--- src/rtl/spi_slave_stream.sv ---
// SPI slave streaming words from a TX FIFO out on MISO, any CPOL/CPHA, MSB first.
// Optional MOSI receive path is compiled in when SPI_SLAVE_RX_EN is defined.
module spi_slave_stream #(
  parameter int WIDTH = 16,
  parameter int DEPTH = 8,
  parameter bit CPOL  = 1'b0,
  parameter bit CPHA  = 1'b0
) (
  input  logic             clk,
  input  logic             rst,
  input  logic             SCK,
  input  logic             SS,
  input  logic             MOSI,
  output logic             MISO,
  input  logic [WIDTH-1:0] tx_data,
  input  logic             tx_valid,
  output logic             tx_ready,
  output logic             tx_underrun,
  output logic [WIDTH-1:0] rx_data,
  output logic             rx_valid
);

  localparam int AW = $clog2(DEPTH);
  localparam int CW = AW + 1;
  localparam int BW = $clog2(WIDTH);

  typedef enum logic {IDLE, ACTIVE} state_t;

  logic [2:0] sck_sync_reg;
  logic [2:0] ss_sync_reg;
  logic       sck_lead, sck_trail, ss_fall, ss_rise;
  logic       sample_edge, drive_edge;

  // Sync flops reset to the idle pin levels so release from reset never looks like an edge.
  always_ff @(posedge clk) begin
    if (rst) begin
      sck_sync_reg <= {3{CPOL}};
      ss_sync_reg  <= 3'b111;
    end else begin
      sck_sync_reg <= {sck_sync_reg[1:0], SCK};
      ss_sync_reg  <= {ss_sync_reg[1:0], SS};
    end
  end

  assign sck_lead    = (sck_sync_reg[2] == CPOL) && (sck_sync_reg[1] != CPOL);
  assign sck_trail   = (sck_sync_reg[2] != CPOL) && (sck_sync_reg[1] == CPOL);
  assign ss_fall     = ss_sync_reg[2] && !ss_sync_reg[1];
  assign ss_rise     = !ss_sync_reg[2] && ss_sync_reg[1];
  assign sample_edge = CPHA ? sck_trail : sck_lead;
  assign drive_edge  = CPHA ? sck_lead : sck_trail;

  logic [WIDTH-1:0] fifo_mem [DEPTH];
  logic [AW-1:0]    wr_ptr_reg, rd_ptr_reg;
  logic [CW-1:0]    count_reg;
  logic             full, empty, push, pop, load;
  logic             frame_start, word_load;
  logic [WIDTH-1:0] load_word;

  state_t           state_reg;
  logic [BW-1:0]    bit_cnt_reg;
  logic             first_reg;
  logic [WIDTH-1:0] tx_shift_reg;
  logic             miso_reg;
  logic             underrun_reg;

  assign full  = (count_reg == CW'(DEPTH));
  assign empty = (count_reg == '0);

  // With CPHA=1 the first drive edge of a frame precedes any sampling, so it must not reload.
  assign frame_start = (state_reg == IDLE) && ss_fall;
  assign word_load   = (state_reg == ACTIVE) && !ss_rise && drive_edge &&
                       (bit_cnt_reg == '0) && !(CPHA && first_reg);
  assign load        = frame_start || word_load;
  assign pop         = load && !empty;
  assign push        = tx_valid && !full;
  assign load_word   = empty ? {WIDTH{1'b1}} : fifo_mem[rd_ptr_reg];

  always_ff @(posedge clk) begin
    if (push) fifo_mem[wr_ptr_reg] <= tx_data;
  end

  always_ff @(posedge clk) begin
    if (rst) begin
      wr_ptr_reg <= '0;
      rd_ptr_reg <= '0;
      count_reg  <= '0;
    end else begin
      if (push) wr_ptr_reg <= wr_ptr_reg + 1'b1;
      if (pop)  rd_ptr_reg <= rd_ptr_reg + 1'b1;
      count_reg <= count_reg + CW'(push) - CW'(pop);
    end
  end

  always_ff @(posedge clk) begin
    if (rst) begin
      state_reg    <= IDLE;
      bit_cnt_reg  <= '0;
      first_reg    <= 1'b0;
      tx_shift_reg <= {WIDTH{1'b1}};
      miso_reg     <= 1'b1;
      underrun_reg <= 1'b0;
    end else begin
      underrun_reg <= load && empty;
      case (state_reg)
        IDLE: begin
          if (ss_fall) begin
            state_reg    <= ACTIVE;
            bit_cnt_reg  <= '0;
            first_reg    <= 1'b1;
            tx_shift_reg <= load_word;
            miso_reg     <= load_word[WIDTH-1];
          end
        end
        ACTIVE: begin
          if (ss_rise) begin
            state_reg   <= IDLE;
            bit_cnt_reg <= '0;
            miso_reg    <= 1'b1;
          end else begin
            if (sample_edge)
              bit_cnt_reg <= (bit_cnt_reg == BW'(WIDTH-1)) ? '0 : bit_cnt_reg + 1'b1;
            if (drive_edge) begin
              first_reg <= 1'b0;
              if (word_load) begin
                tx_shift_reg <= load_word;
                miso_reg     <= load_word[WIDTH-1];
              end else if (bit_cnt_reg != '0) begin
                tx_shift_reg <= {tx_shift_reg[WIDTH-2:0], 1'b0};
                miso_reg     <= tx_shift_reg[WIDTH-2];
              end
            end
          end
        end
        default: state_reg <= IDLE;
      endcase
    end
  end

  assign MISO        = miso_reg;
  assign tx_ready    = !full;
  assign tx_underrun = underrun_reg;

`ifdef SPI_SLAVE_RX_EN
  logic [2:0]       mosi_sync_reg;
  logic [WIDTH-1:0] rx_shift_reg;
  logic [WIDTH-1:0] rx_data_reg;
  logic             rx_valid_reg;
  logic             unused_mosi_tap;

  always_ff @(posedge clk) begin
    if (rst) begin
      mosi_sync_reg <= 3'b000;
      rx_shift_reg  <= '0;
      rx_data_reg   <= '0;
      rx_valid_reg  <= 1'b0;
    end else begin
      mosi_sync_reg <= {mosi_sync_reg[1:0], MOSI};
      rx_valid_reg  <= 1'b0;
      if ((state_reg == ACTIVE) && !ss_rise && sample_edge) begin
        rx_shift_reg <= {rx_shift_reg[WIDTH-2:0], mosi_sync_reg[1]};
        if (bit_cnt_reg == BW'(WIDTH-1)) begin
          rx_data_reg  <= {rx_shift_reg[WIDTH-2:0], mosi_sync_reg[1]};
          rx_valid_reg <= 1'b1;
        end
      end
    end
  end

  assign unused_mosi_tap = mosi_sync_reg[2];
  assign rx_data         = rx_data_reg;
  assign rx_valid        = rx_valid_reg;
`else
  logic unused_mosi_pin;
  assign unused_mosi_pin = MOSI;
  assign rx_data         = '0;
  assign rx_valid        = 1'b0;
`endif

endmodule

--- config.mk ---
export PLATFORM = sky130hd
export DESIGN_NAME = spi_slave_stream
export DESIGN_NICKNAME = d
export VERILOG_FILES = /design/src/rtl/spi_slave_stream.sv
export SDC_FILE = /design/constraint.sdc
export NUM_CORES = 1
export LEC_CHECK = 0
export ABC_AREA = 1
export BUFFER_PORTS_ARGS = -buffer_cell sky130_fd_sc_hd__buf_2
export CORE_ASPECT_RATIO = 0.8
export CORE_MARGIN = 5
export CORE_UTILIZATION = 40
export DETAILED_ROUTE_END_ITERATION = 10
export GPL_TIMING_DRIVEN = 0
export PLACE_DENSITY_LB_ADDON = 0.12
export SYNTH_ARGS = -nofsm -noshare
export SYNTH_HDL_FRONTEND = slang
export SYNTH_SLANG_ARGS = --single-unit
export TNS_END_PERCENT = 20
--- constraint.sdc ---
create_clock -name clk -period 2.85 [get_ports clk]
set_input_delay 0.1425 -clock clk [delete_from_list [all_inputs] [get_ports clk]]
set_output_delay 0.1425 -clock clk [all_outputs]
set_load 0.005 [all_outputs]
After elaboration in Yosys (flattened, before gate mapping)
Memory sizes are Yosys's and may differ from the RTL's. A register that Yosys moved wholly into a read port is not among the register bits.
Cells that the tools add are included.
- register bits after elaboration: 38
- RAM bits: 128
- input port bits: 22
- output and inout bits: 20
- logic and storage cells: 76
- memories: 1
- memory list (memory ; depth ; bits a word ; read ports ; clocked after memory_dff ; write ports ; RTL line ; source):
    fifo_mem ; 8 ; 16 ; 1 ; 1 ; 1 ; 52 ; logic [WIDTH-1:0] fifo_mem [DEPTH];
- $add $sub $neg: 5
- equal/unequal tests: 9
- multiplexer cells: 25
- bitwise logic cells: 3
- reductions and logical operators: 23
- operator list (cell ; count):
    $mux W15 ; 5
    $pmux W15 S2 ; 1
    $mux W16 ; 1
    $mux W4 ; 4
    $logic_and A1 B1 Y1 ; 11
    $mux W1 ; 9
    $eq A4 B4 Y1 const B ; 2
    $logic_not A4 Y1 ; 2
    $pmux W4 S2 ; 1
    $add A3 B1 Y3 const B ; 2
    $mux W3 ; 2
    $ne A2 B2 Y1 const B ; 3
    $ne A3 B3 Y1 const B ; 2
    $logic_not A1 Y1 ; 5
    $add A4 B1 Y4 ; 1
    $add A4 B1 Y4 const B ; 1
    $ne A4 B3 Y1 const B ; 1
    $pmux W1 S2 ; 2
    $reduce_and A4 Y1 ; 1
    $reduce_bool A4 Y1 ; 1
    $sub A4 B1 Y4 ; 1
    $ne A3 B2 Y1 const B ; 1
    $not A1 Y1 ; 3
    $reduce_and A3 Y1 ; 1
    other kinds (2) ; 2

Depth between registers and ports, before layout
Gate-level depths: netlist of the first run.
- word-level depth: 10
- mapped depth: 14
- mapped depth without buffers: 14

Worst setup path before layout of the first run
Ideal clock, no wire load.
- path type: reg2reg
- from: register count_reg[2]
- to: memory fifo_mem[0][0] (enable)
- setup time: 0.388 ns
- arrival time: 1.660 ns
- required time: 2.462 ns
- slack: 0.802 ns
- cell stages (with the launch flop): 8
- period minus slack after synthesis: 2.048 ns
- path through: dfxtp_1 -> inv_1 -> ha_1 -> nand3_1 -> nand2_1 -> inv_1 -> nand2_1 -> nor2_1
- cells in the longest elaborated chain, start to end: 5
- ends and longest elaborated chain (element ; RTL line ; source):
    start: declaration ; 54 ; logic [CW-1:0] count_reg;
    start signal: assignment ; 90 ; count_reg <= count_reg + CW'(push) - CW'(pop);
    $eq A4 B4 Y1 ; 66 ; assign full = (count_reg == CW'(DEPTH));
    $logic_not A1 Y1 ; -- ;
    via tx_ready ; 17 ; output logic tx_ready,
    $logic_and A1 B1 Y1 ; 75 ; assign push = tx_valid && !full;
    $mux W1 ; 79 ; if (push) fifo_mem[wr_ptr_reg] <= tx_data;
    $mux W1 (implied by the code) ; 79 ;
    end: declaration ; 52 ;
The timed path passes the listed nets, and every way through them passes these cells.

Worst setup path in the final report of the first run
- from: register bit_cnt_reg[0]
- to: register count_reg[2]
- cells in the longest elaborated chain, start to end: 5
- ends and longest elaborated chain (element ; RTL line ; source):
    start: declaration ; 60 ; logic [BW-1:0] bit_cnt_reg;
    start signal: assignment ; 121 ; bit_cnt_reg <= (bit_cnt_reg == BW'(WIDTH-1)) ? '0 : bit_cnt_reg + 1'b1;
    $logic_not A4 Y1 ; 72 ; (bit_cnt_reg == '0) && !(CPHA && first_reg);
    $logic_and A1 B1 Y1 ; 71 ; assign word_load = (state_reg == ACTIVE) && !ss_rise && drive_edge &&
    $logic_or A1 B1 Y1 ; 73 ; assign load = frame_start || word_load;
    $logic_and A1 B1 Y1 ; 74 ; assign pop = load && !empty;
    $sub A4 B1 Y4 ; 90 ;
Every way passes these cells.
A chain may end at the register's enable or synchronous reset.

==> flow_summary.json, run 1 <==
{
  "synthTopCellsByArea": "edfxtp_1 (50%), nand2_1 (14%), dfxtp_1 (11%)",
  "finalSetupViolations": 0,
  "yosysSeqAreaShare_pct": 60.36,
  "clk_latency_ns": 0.43,
  "drv_cap": 0,
  "regArea_sq_um": 4664,
  "ys_seq_elements": 169,
  "fin_setup_tns_ns": 0,
  "rsz0062_at_grt": "no",
  "clock-sinks": 169,
  "met2_usage_pct": 25.18,
  "cellPowerDensity_nw_per_um2": 678.1,
  "grt_pass1_vias": 4968,
  "ir_worst_vdd_v": 0.0003835,
  "yosysTopAreaCell": "edfxtp_1",
  "drv_slew": 0,
  "wire_per_inst_microns": 13.89,
  "cp.arrival_ns": 2.58,
  "synthCells": 872,
  "grt_use_met3_pct": 4.178,
  "worstMarginPinSlew_ns": 0.7488,
  "synthDominantCellAreaShare_pct": 49.74,
  "synth_edf_count": 128,
  "netlist-cell-type-count": 26,
  "final_core_util_pct": 47.89,
  "place.gp.congestion": 0.7576,
  "dr.pass1.iters": 5,
  "cpPeakStageDelay_ns": 0.36,
  "cts_root_buf": "clkbuf_16",
  "drc": 0,
  "die_w_microns": 165.4,
  "final.period_utilization_pct": 79.86,
  "fill_cells": 1804,
  "numPortBuffers": 23,
  "syn_avg_cell_area_sq_um": 8.862,
  "cts_max_level": 4,
  "multi_input_area_sq_um": 2167,
  "pin_count": 42,
  "slew_headroom_pct": 50.08,
  "max_freq_mhz": 439.4,
  "grt-busiest-layer": "met2",
  "finalNetCount": 983,
  "drt-total-wl_microns": 16980,
  "placedInstanceArea_sq_um": 8366,
  "cpMaxStageDelayCell": "fa_1",
  "crit_path_end_kind": "flip-flop",
  "synth_flop_cell": "edfxtp_1",
  "finalHoldViolCount": 0,
  "skew_ns": 0.009936,
  "p_leak_nw": 4.189,
  "drive_gt1_share_pct": 11.51,
  "largest_reg_flops": 128,
  "n_antenna_cell": 0,
  "path_buf_inv": 2,
  "cts_resized": 0,
  "avgViaCountPerCell": 4.385,
  "hp-class": "input port to flip-flop",
  "area_growth_syn_to_layout_pct": 17.60,
  "dieArea_sq_um": 22220,
  "vias": 5358,
  "fin_crit_ns": 2.276,
  "crit_family": "simple AND/OR/NAND/NOR gates",
  "fp.dieH_microns": 134.3,
  "grt_use_total_pct": 16.30,
  "worstSetupStartpointType": "flip-flop",
  "status": "finished, final reports clean",
  "rows": 45,
  "met1_usage_pct": 22.98,
  "drt_iter0_drc": 331,
  "cts_buffer_depth": 2,
  "dpl.hpwl_microns": 11800,
  "grt_pass1_wl_microns": 27060,
  "overflow": 0,
  "stdcell_area_sq_um": 9087,
  "cts_tree": "done",
  "crit_type": "flip-flop to flip-flop",
  "cp_max_fo": 9,
  "synthesis.area_sq_um": 7727,
  "antenna_found_initial": 0,
  "fp.coreArea_sq_um": 18970,
  "numCtsBuffers": 17,
  "grt_max_degree": 17,
  "ant_nets": 0,
  "crit_required_ns": 3.16,
  "start_util_pct": 40.73,
  "async_flop_share_pct": 0,
  "path_cells": "inv_1 -> ha_1 -> nand2_1 -> nor2_1 -> nand3_4 -> nand2_2 -> nand3_1 -> nand2_1 -> ha_1 -> inv_1 -> fa_1 -> xor2_1 -> nor2_1",
  "clk_pin_slew_ns": 0.07,
  "ys_warn_count": 0
}
## what timing repair did
action	4_1_cts	5_1_grt
hold endpoints to repair	75	0
hold buffers	13	0
setup buffers	0	0
## cell usage after synthesis, types with 3 or more instances
master	number
nand2_1	287
clkbuf_1	17
nor2_1	25
nand3_1	95
a21oi_1	32
ha_1	9
inv_2	3
clkinv_1	8
dfxtp_1	41
inv_1	175
edfxtp_1	128
or2_2	3
o21ai_0	6
buf_2	12
buf_4	17
## worst paths after layout
check	start	end	slack, ns	cells after the start
hold reg to reg	sck_sync_reg[0]	sck_sync_reg[1]	0.41	2
setup reg to reg	bit_cnt_reg[0]	count_reg[2]	0.57	13
hold / removal	tx_data[2]	fifo_mem[3][2]	0.009	1
setup / recovery	bit_cnt_reg[0]	count_reg[2]	0.57	13
## cell type report
class / instances / share of cell area (%)
Buffer: 49 / 3.057
Clock buffer: 22 / 5.218
Clock inverter: 10 / 1.294
Inverter: 186 / 7.683
Multi-Input combinational cell: 484 / 23.85
Sequential cell: 169 / 51.33
Tap cell: 258 / 3.552
Timing Repair Buffer: 44 / 4.020
## cells by family after synthesis
kind of cell,after synthesis,synth area share (%)
compound gates,41,2.995
fa+ha+maj,10,1.716
simple gates,414,22.02
flops,169,60.36
other cells,1,0.04853
xor+xnor,2,0.2267
buf+inv,235,12.63
## through the flow
step           hold slack (ns)  instances  power (mW)  worst slack (ns)
3_3_place_gp            0.3288       1169       3.874          -0.03250
2_1_floorplan           0.2414        888       3.594            0.8020
3_5_place_dp            0.3282       1177       3.915            0.5286
5_1_grt               0.008376       1222       6.494            0.3764
6_report              0.008565       1222       6.162            0.5739
4_1_cts               0.003515       1222       6.232            0.5270
## cell usage in the layout, fill, tap and decap left out, types with 6 or more instances in the layout
master	n
nand2_1	287
nor2_2	9
o21ai_0	6
edfxtp_1	128
clkbuf_16	17
a21oi_1	32
buf_2	35
conb_1	17
nor2_1	17
ha_1	9
inv_1	175
buf_4	17
nand3_1	95
clkbuf_1	19
clkinv_1	9
dfxtp_1	41
dlygate4sd3_1	13
buf_8	8
## layer usage
layer  vias to the layer above  wire (microns)
li1                       2821               -
met1                      2419            8366
met2                       103            7651
met3                        15             782
met4                         0             179
met5                         -               0
## worst register-to-register path, stage by stage, from the launching register on
cell	delay, ns
dfxtp_1	0.33
inv_1	0.08
ha_1	0.15
nand2_1	0.05
nor2_1	0.17
nand3_4	0.17
nand2_2	0.21
nand3_1	0.14
nand2_1	0.10
ha_1	0.16
inv_1	0.05
fa_1	0.36
xor2_1	0.13
nor2_1	0.05
## power by group
part / internal, mW / switching [mW]
Sequential: 2.82 / 0.0539
Clock: 1.36 / 0.938
Combinational: 0.342 / 0.649
No activity file was read; power rests on OpenSTA's default activity.
==> run 2, diff against run 1 <==
--- a/config.mk
+++ b/config.mk
@@ -5,7 +5,7 @@
 export SDC_FILE = /design/constraint.sdc
 export NUM_CORES = 1
 export LEC_CHECK = 0
-export ABC_AREA = 1
+export ABC_AREA = 0
 export BUFFER_PORTS_ARGS = -buffer_cell sky130_fd_sc_hd__buf_2
 export CORE_ASPECT_RATIO = 0.8
 export CORE_MARGIN = 5
==> constraint.sdc (replaced) <==
create_clock -name clk -period 2.32 [get_ports clk]
set_input_delay 0.116 -clock clk [delete_from_list [all_inputs] [get_ports clk]]
set_output_delay 0.116 -clock clk [all_outputs]
set_load 0.005 [all_outputs]
==> flow_summary.json, run 2 <==
{
  "yosysSeqAreaShare_pct": 67.44,
  "largest_reg_flops": 128,
  "layout_commonest_cell": "edfxtp_1",
  "async_flop_share_pct": 0,
  "grt_pass1_vias": 3709,
  "crit_type": "flip-flop to flip-flop",
  "dieArea_sq_um": 20040,
  "placedInstanceArea_sq_um": 7559,
  "final_cell_count_no_fill": 735,
  "rows": 43,
  "start_util_pct": 40.30,
  "fin_setup_tns_ns": 0,
  "final_core_util_pct": 48.94,
  "ys_top_cells_by_count": "edfxtp_1 (128), dfxtp_1 (41), mux4_1 (31)",
  "die_w_microns": 157.0,
  "fp.coreArea_sq_um": 17160,
  "final_cell_mix": "edfxtp_1 (128), dfxtp_1 (41), mux4_1 (31), buf_2 (25)",
  "ys_warn_count": 0,
  "status": "finished, final reports clean",
  "p_switching_mw": 1.935,
  "worstMarginPinSlew_ns": 0.8051,
  "antenna_found_initial": 0,
  "clk_latency_ns": 0.43,
  "n_antenna_cell": 0,
  "slew_headroom_pct": 46.33,
  "crit_path_end_kind": "flip-flop",
  "cts_tree": "done",
  "netlist-cell-type-count": 41,
  "worst_slack_ns": 0.06988,
  "finalSetupViolations": 0,
  "whs_ns": 0.1387,
  "yosysTopAreaCell": "edfxtp_1",
  "clk_pin_slew_ns": 0.07,
  "synthesis.area_sq_um": 6917,
  "cellPowerDensity_nw_per_um2": 877.7,
  "hp-class": "input port to flip-flop",
  "cp.arrival_ns": 2.55,
  "synth_flop_cell": "edfxtp_1",
  "fp.dieH_microns": 127.6,
  "clkPwrFrac_pct": 38.3,
  "dr.pass1.iters": 4,
  "clock-sinks": 169,
  "dpl.hpwl_microns": 9158,
  "overflow": 0,
  "final.period_utilization_pct": 96.99,
  "finalHoldViolCount": 0,
  "worstSetupStartpointType": "flip-flop",
  "drv_slew": 0,
  "max_freq_mhz": 444.4,
  "cts_buffer_depth": 2,
  "ys_seq_elements": 169,
  "syn_avg_cell_area_sq_um": 17.04,
  "synth_edf_count": 128,
  "drc": 0,
  "cts_max_level": 4,
  "pin_count": 42,
  "drt_iter0_drc": 198,
  "drive_gt1_share_pct": 26.27,
  "drv_cap": 0,
  "synthDominantCellAreaShare_pct": 55.57,
  "numPortBuffers": 23,
  "p_sw_share_pct": 26.25,
  "crit_required_ns": 2.62,
  "fin_crit_ns": 2.250,
  "finalNetCount": 529,
  "p_leak_nw": 2.895,
  "vias": 3667,
  "wire_per_inst_microns": 18.29,
  "synthTopCellsByArea": "edfxtp_1 (56%), dfxtp_1 (12%), mux4_1 (12%)",
  "pre_cts_ws_ns": -0.1154,
  "cp_max_fo": 6,
  "area_growth_syn_to_layout_pct": 21.44,
  "grt_max_degree": 19,
  "place.gp.congestion": 0.6945,
  "grt_use_total_pct": 14.45,
  "power_mw": 7.372,
  "drt-total-wl_microns": 13440,
  "avgViaCountPerCell": 4.989,
  "ir_worst_vdd_v": 0.0004777,
  "stdcell_area_sq_um": 8399,
  "skew_ns": 0.009694,
  "rsz0062_at_grt": "yes",
  "cell_internal_pwr_mw": 5.437,
  "grt_pass1_wl_microns": 21050,
  "place_inst": 680,
  "synthCells": 406,
  "cts_root_buf": "clkbuf_16",
  "ant_nets": 0,
  "numCtsBuffers": 17,
  "seq_power_share_pct": 48.0,
  "yosys.cell_count.top_type": "edfxtp_1",
  "p_comb_share_pct": 13.7
}
==> run 2: what timing repair did <==
action / 4_1_cts / 5_1_grt
endpoints found under the hold margin: 131 / 0
hold buffers: 19 / 0
gates resized for setup: 2 / 3
buffers inserted: 0 / 4
pin swaps: 1 / 3
setup endpoints to repair: 11 / 21
==> run 2: worst max-delay path: stages (launching register included) <==
cell	delay (ns)
dfxtp_1	0.38
nor4b_4	0.33
nand4_1	0.23
a21boi_4	0.25
nand2_1	0.10
ha_1	0.29
a21o_1	0.18
a21oi_1	0.18
xnor2_1	0.14
nor2_1	0.05
==> run 2: final cells by class <==
cell class | instances | area (sq um)
inverter | 8 | 30.03
clock inverter | 15 | 171.4
tap | 225 | 281.5
sequential | 169 | 4664
fill | 1441 | 8763
buffer | 34 | 236.5
multi-input combinational | 211 | 2112
timing repair buffer | 56 | 478.0
clock buffer | 17 | 425.4
==> run 2: final timing paths <==
check	start	end	slack [ns]	cells after the start
worst max register to register	bit_cnt_reg[2]	count_reg[3]	0.07	9
worst max-delay path	bit_cnt_reg[2]	count_reg[3]	0.07	9
worst min-delay path	rst	rd_ptr_reg[2]	0.14	3
worst min register to register	ss_sync_reg[0]	ss_sync_reg[1]	0.43	1
==> run 2: routing by layer <==
| layer | up-vias | wire length, microns | global-route usage (%) | part of all wire (%) |
|---|---|---|---|---|
| li1 | 1759 | - | - | - |
| met1 | 1830 | 6317 | 19.60 | 47 |
| met2 | 62 | 6312 | 22.83 | 47 |
| met3 | 16 | 607 | 3.285 | 4.5 |
| met4 | 0 | 204 | 5.615 | 1.5 |
| met5 | - | 0 | 0 | 0 |
==> run 2: cell families after synthesis <==
family / share of synthesized area [%]
buf+inv: 3.835
flops: 67.44
xor+xnor: 0.7599
simple gates: 5.192
other cells: 0.05422
compound gates: 5.970
mux: 14.83
fa+ha+maj: 1.918
==> run 2: power by group through the flow <==
stage / logic, mW / registers, mW / clock network [mW]
finish: 1.01 / 3.54 / 2.83
global placement: 0.888 / 3.60 / 0
detailed placement: 0.966 / 3.60 / 0
floorplan: 0.637 / 3.58 / 0
global route: 1.14 / 3.55 / 3.04
CTS: 1.01 / 3.54 / 2.89
==> run 3, diff against run 2 <==
--- a/config.mk
+++ b/config.mk
@@ -12,7 +12,7 @@
 export CORE_UTILIZATION = 40
 export DETAILED_ROUTE_END_ITERATION = 10
 export GPL_TIMING_DRIVEN = 0
-export PLACE_DENSITY_LB_ADDON = 0.12
+export PLACE_DENSITY_LB_ADDON = 0.05
 export SYNTH_ARGS = -nofsm -noshare
 export SYNTH_HDL_FRONTEND = slang
 export SYNTH_SLANG_ARGS = --single-unit
==> flow_summary.json, run 3 (synthesized netlist as in run 2, its figures left out) <==
{
  "whs_ns": 0.1467,
  "finalHoldViolCount": 0,
  "fin_crit_ns": 2.231,
  "status": "finished, final reports clean",
  "final_cell_mix": "edfxtp_1 (128), dfxtp_1 (38), mux4_1 (31), buf_2 (25), nand2_1 (24)",
  "avgViaCountPerCell": 5.029,
  "worstSetupStartpointType": "flip-flop",
  "p_leak_nw": 2.895,
  "path_cells": "inv_1 -> ha_1 -> nand2_1 -> nand3_1 -> nor3_2 -> buf_6",
  "r2r_start": "count_reg[2]",
  "n_antenna_cell": 0,
  "dpl.hpwl_microns": 9658,
  "wire_per_inst_microns": 19.36,
  "start_util_pct": 40.30,
  "cpPeakStageDelay_ns": 0.62,
  "grt_max_degree": 17,
  "path_buf_inv": 2,
  "largest_reg_flops": 128,
  "clkPwrFrac_pct": 37.3,
  "crit_end": "fifo_mem[4][12]",
  "clk_pin_slew_ns": 0.07,
  "numPortBuffers": 23,
  "cts_tree": "done",
  "fp.dieH_microns": 127.6,
  "worst-path-stages": 6,
  "die_w_microns": 157.0,
  "cts_max_level": 4,
  "cpMaxStageDelayCell": "nor3_2",
  "numCtsBuffers": 17,
  "finalSetupViolations": 0,
  "ff2ff_path_depth": 6,
  "max_freq_mhz": 448.2,
  "finalNetCount": 530,
  "fp.coreArea_sq_um": 17160,
  "fill_cells": 1465,
  "crit_family": "simple AND/OR/NAND/NOR gates",
  "rsz0062_at_grt": "yes",
  "worstMarginPinSlew_ns": 0.7574,
  "clk_latency_ns": 0.42,
  "final_core_util_pct": 48.85,
  "ant_nets": 0,
  "cts_root_buf": "clkbuf_16",
  "ir_worst_vdd_v": 0.0004958,
  "layout_commonest_cell": "edfxtp_1",
  "worst_slack_ns": 0.08872,
  "grt_pass1_wl_microns": 22170,
  "final.period_utilization_pct": 96.18,
  "p_switching_mw": 1.886,
  "cts_buffer_depth": 2,
  "p_sw_share_pct": 25.86,
  "drt-total-wl_microns": 14250,
  "p_comb_share_pct": 14.2,
  "rows": 43,
  "slew_headroom_pct": 49.51,
  "cp_max_fo": 7,
  "seq_power_share_pct": 48.5,
  "grt_use_total_pct": 15.27,
  "antenna_found_initial": 0,
  "place.gp.congestion": 0.7549,
  "pin_count": 42,
  "critPathLaunch": "count_reg[2]",
  "dr.pass1.iters": 4,
  "drv_cap": 0,
  "crit_path_end_kind": "flip-flop",
  "drc": 0,
  "skew_ns": 0.008502,
  "cell_internal_pwr_mw": 5.409,
  "clock-sinks": 169,
  "hp-class": "input port to flip-flop",
  "crit_type": "flip-flop to flip-flop",
  "overflow": 0,
  "r2r-end": "fifo_mem[4][12]",
  "cp.arrival_ns": 2.36,
  "area_growth_syn_to_layout_pct": 21.22,
  "cellPowerDensity_nw_per_um2": 870.1,
  "drive_gt1_share_pct": 27.20,
  "r2r_slack_ns": 0.09,
  "drt_iter0_drc": 174,
  "grt_pass1_vias": 3822,
  "vias": 3701,
  "dieArea_sq_um": 20040,
  "pre_cts_ws_ns": -0.1436,
  "drv_slew": 0,
  "crit_required_ns": 2.45
}
==> run 3: changes by cell type in the layout (fill, tap and decap cells not counted), sizes merged <==
| cell | before | now |
|---|---|---|
| clkinv | 2 | 6 |
| inv | 17 | 13 |
| clkbuf | 24 | 26 |
| clkinvlp | 3 | 2 |
==> run 3: what timing repair did <==
item | 4_1_cts | 5_1_grt
pin swaps | 1 | 5
endpoints found under the setup margin | 18 | 20
setup buffers | 1 | 2
hold endpoints to repair | 131 | 0
gates resized for setup | 2 | 9
hold buffers | 19 | 0
==> run 3: stage by stage <==
step	setup TNS (ns)	instances	instance area, sq um	power [mW]
CTS	0	734	8346	7.354
finish	0	736	8384	7.295
global placement	-141.77	670	7380	4.507
floorplan	-8.239	422	6983	4.220
global route	-0.1259	736	8384	7.649
detailed placement	-1.255	682	7566	4.577
==> run 3: power groups by stage <==
stage	Sequential [mW]	Combinational, mW	Clock, mW
after global routing	3.56	1.15	2.95
after detailed placement	3.61	0.972	0
after floorplan	3.58	0.637	0
final	3.54	1.03	2.72
after CTS	3.54	1.02	2.80
after global placement	3.60	0.906	0
==> run 3: final cells by class <==
type | count | area (sq um) | share of cell area, %
well taps | 225 | 281.5 | 3.358
repair buffers | 57 | 478.0 | 5.701
clock buffers | 18 | 429.2 | 5.119
multi-input cells | 211 | 2117 | 25.25
flip-flops and latches | 169 | 4668 | 55.68
inverters | 8 | 30.03 | 0.3582
plain buffers | 34 | 237.7 | 2.835
clock inverters | 14 | 142.6 | 1.701
==> run 3: worst min-delay path by stage <==
stage | from | cells after the start | end | slack [ns]
3_5_place_dp | SS | 2 | ss_sync_reg[0] | 0.31
2_1_floorplan | tx_data[0] | 0 | fifo_mem[0][0] | 0.21
3_3_place_gp | SS | 2 | ss_sync_reg[0] | 0.31
4_1_cts | rst | 3 | rd_ptr_reg[2] | 0.13
5_1_grt | rst | 3 | rd_ptr_reg[2] | 0.16
6_report | rst | 3 | rd_ptr_reg[2] | 0.15
==> run 3: worst min-delay path: cells and delay by family <==
kind	cells	cell delay [ns]
buffers and inverters	1	0.13
and+or+nand+nor	1	0.13
AOI/OAI and AO/OA	1	0.16
==> run 3: per-layer routing <==
metal / GRT usage (%) / wire length (microns) / vias to the layer above / share of wire, %
li1: - / - / 1766 / -
met1: 22.03 / 7087 / 1866 / 50
met2: 23.01 / 6482 / 61 / 45
met3: 3.623 / 563 / 8 / 4.0
met4: 5.008 / 115 / 0 / 0.81
met5: 0 / 0 / - / 0
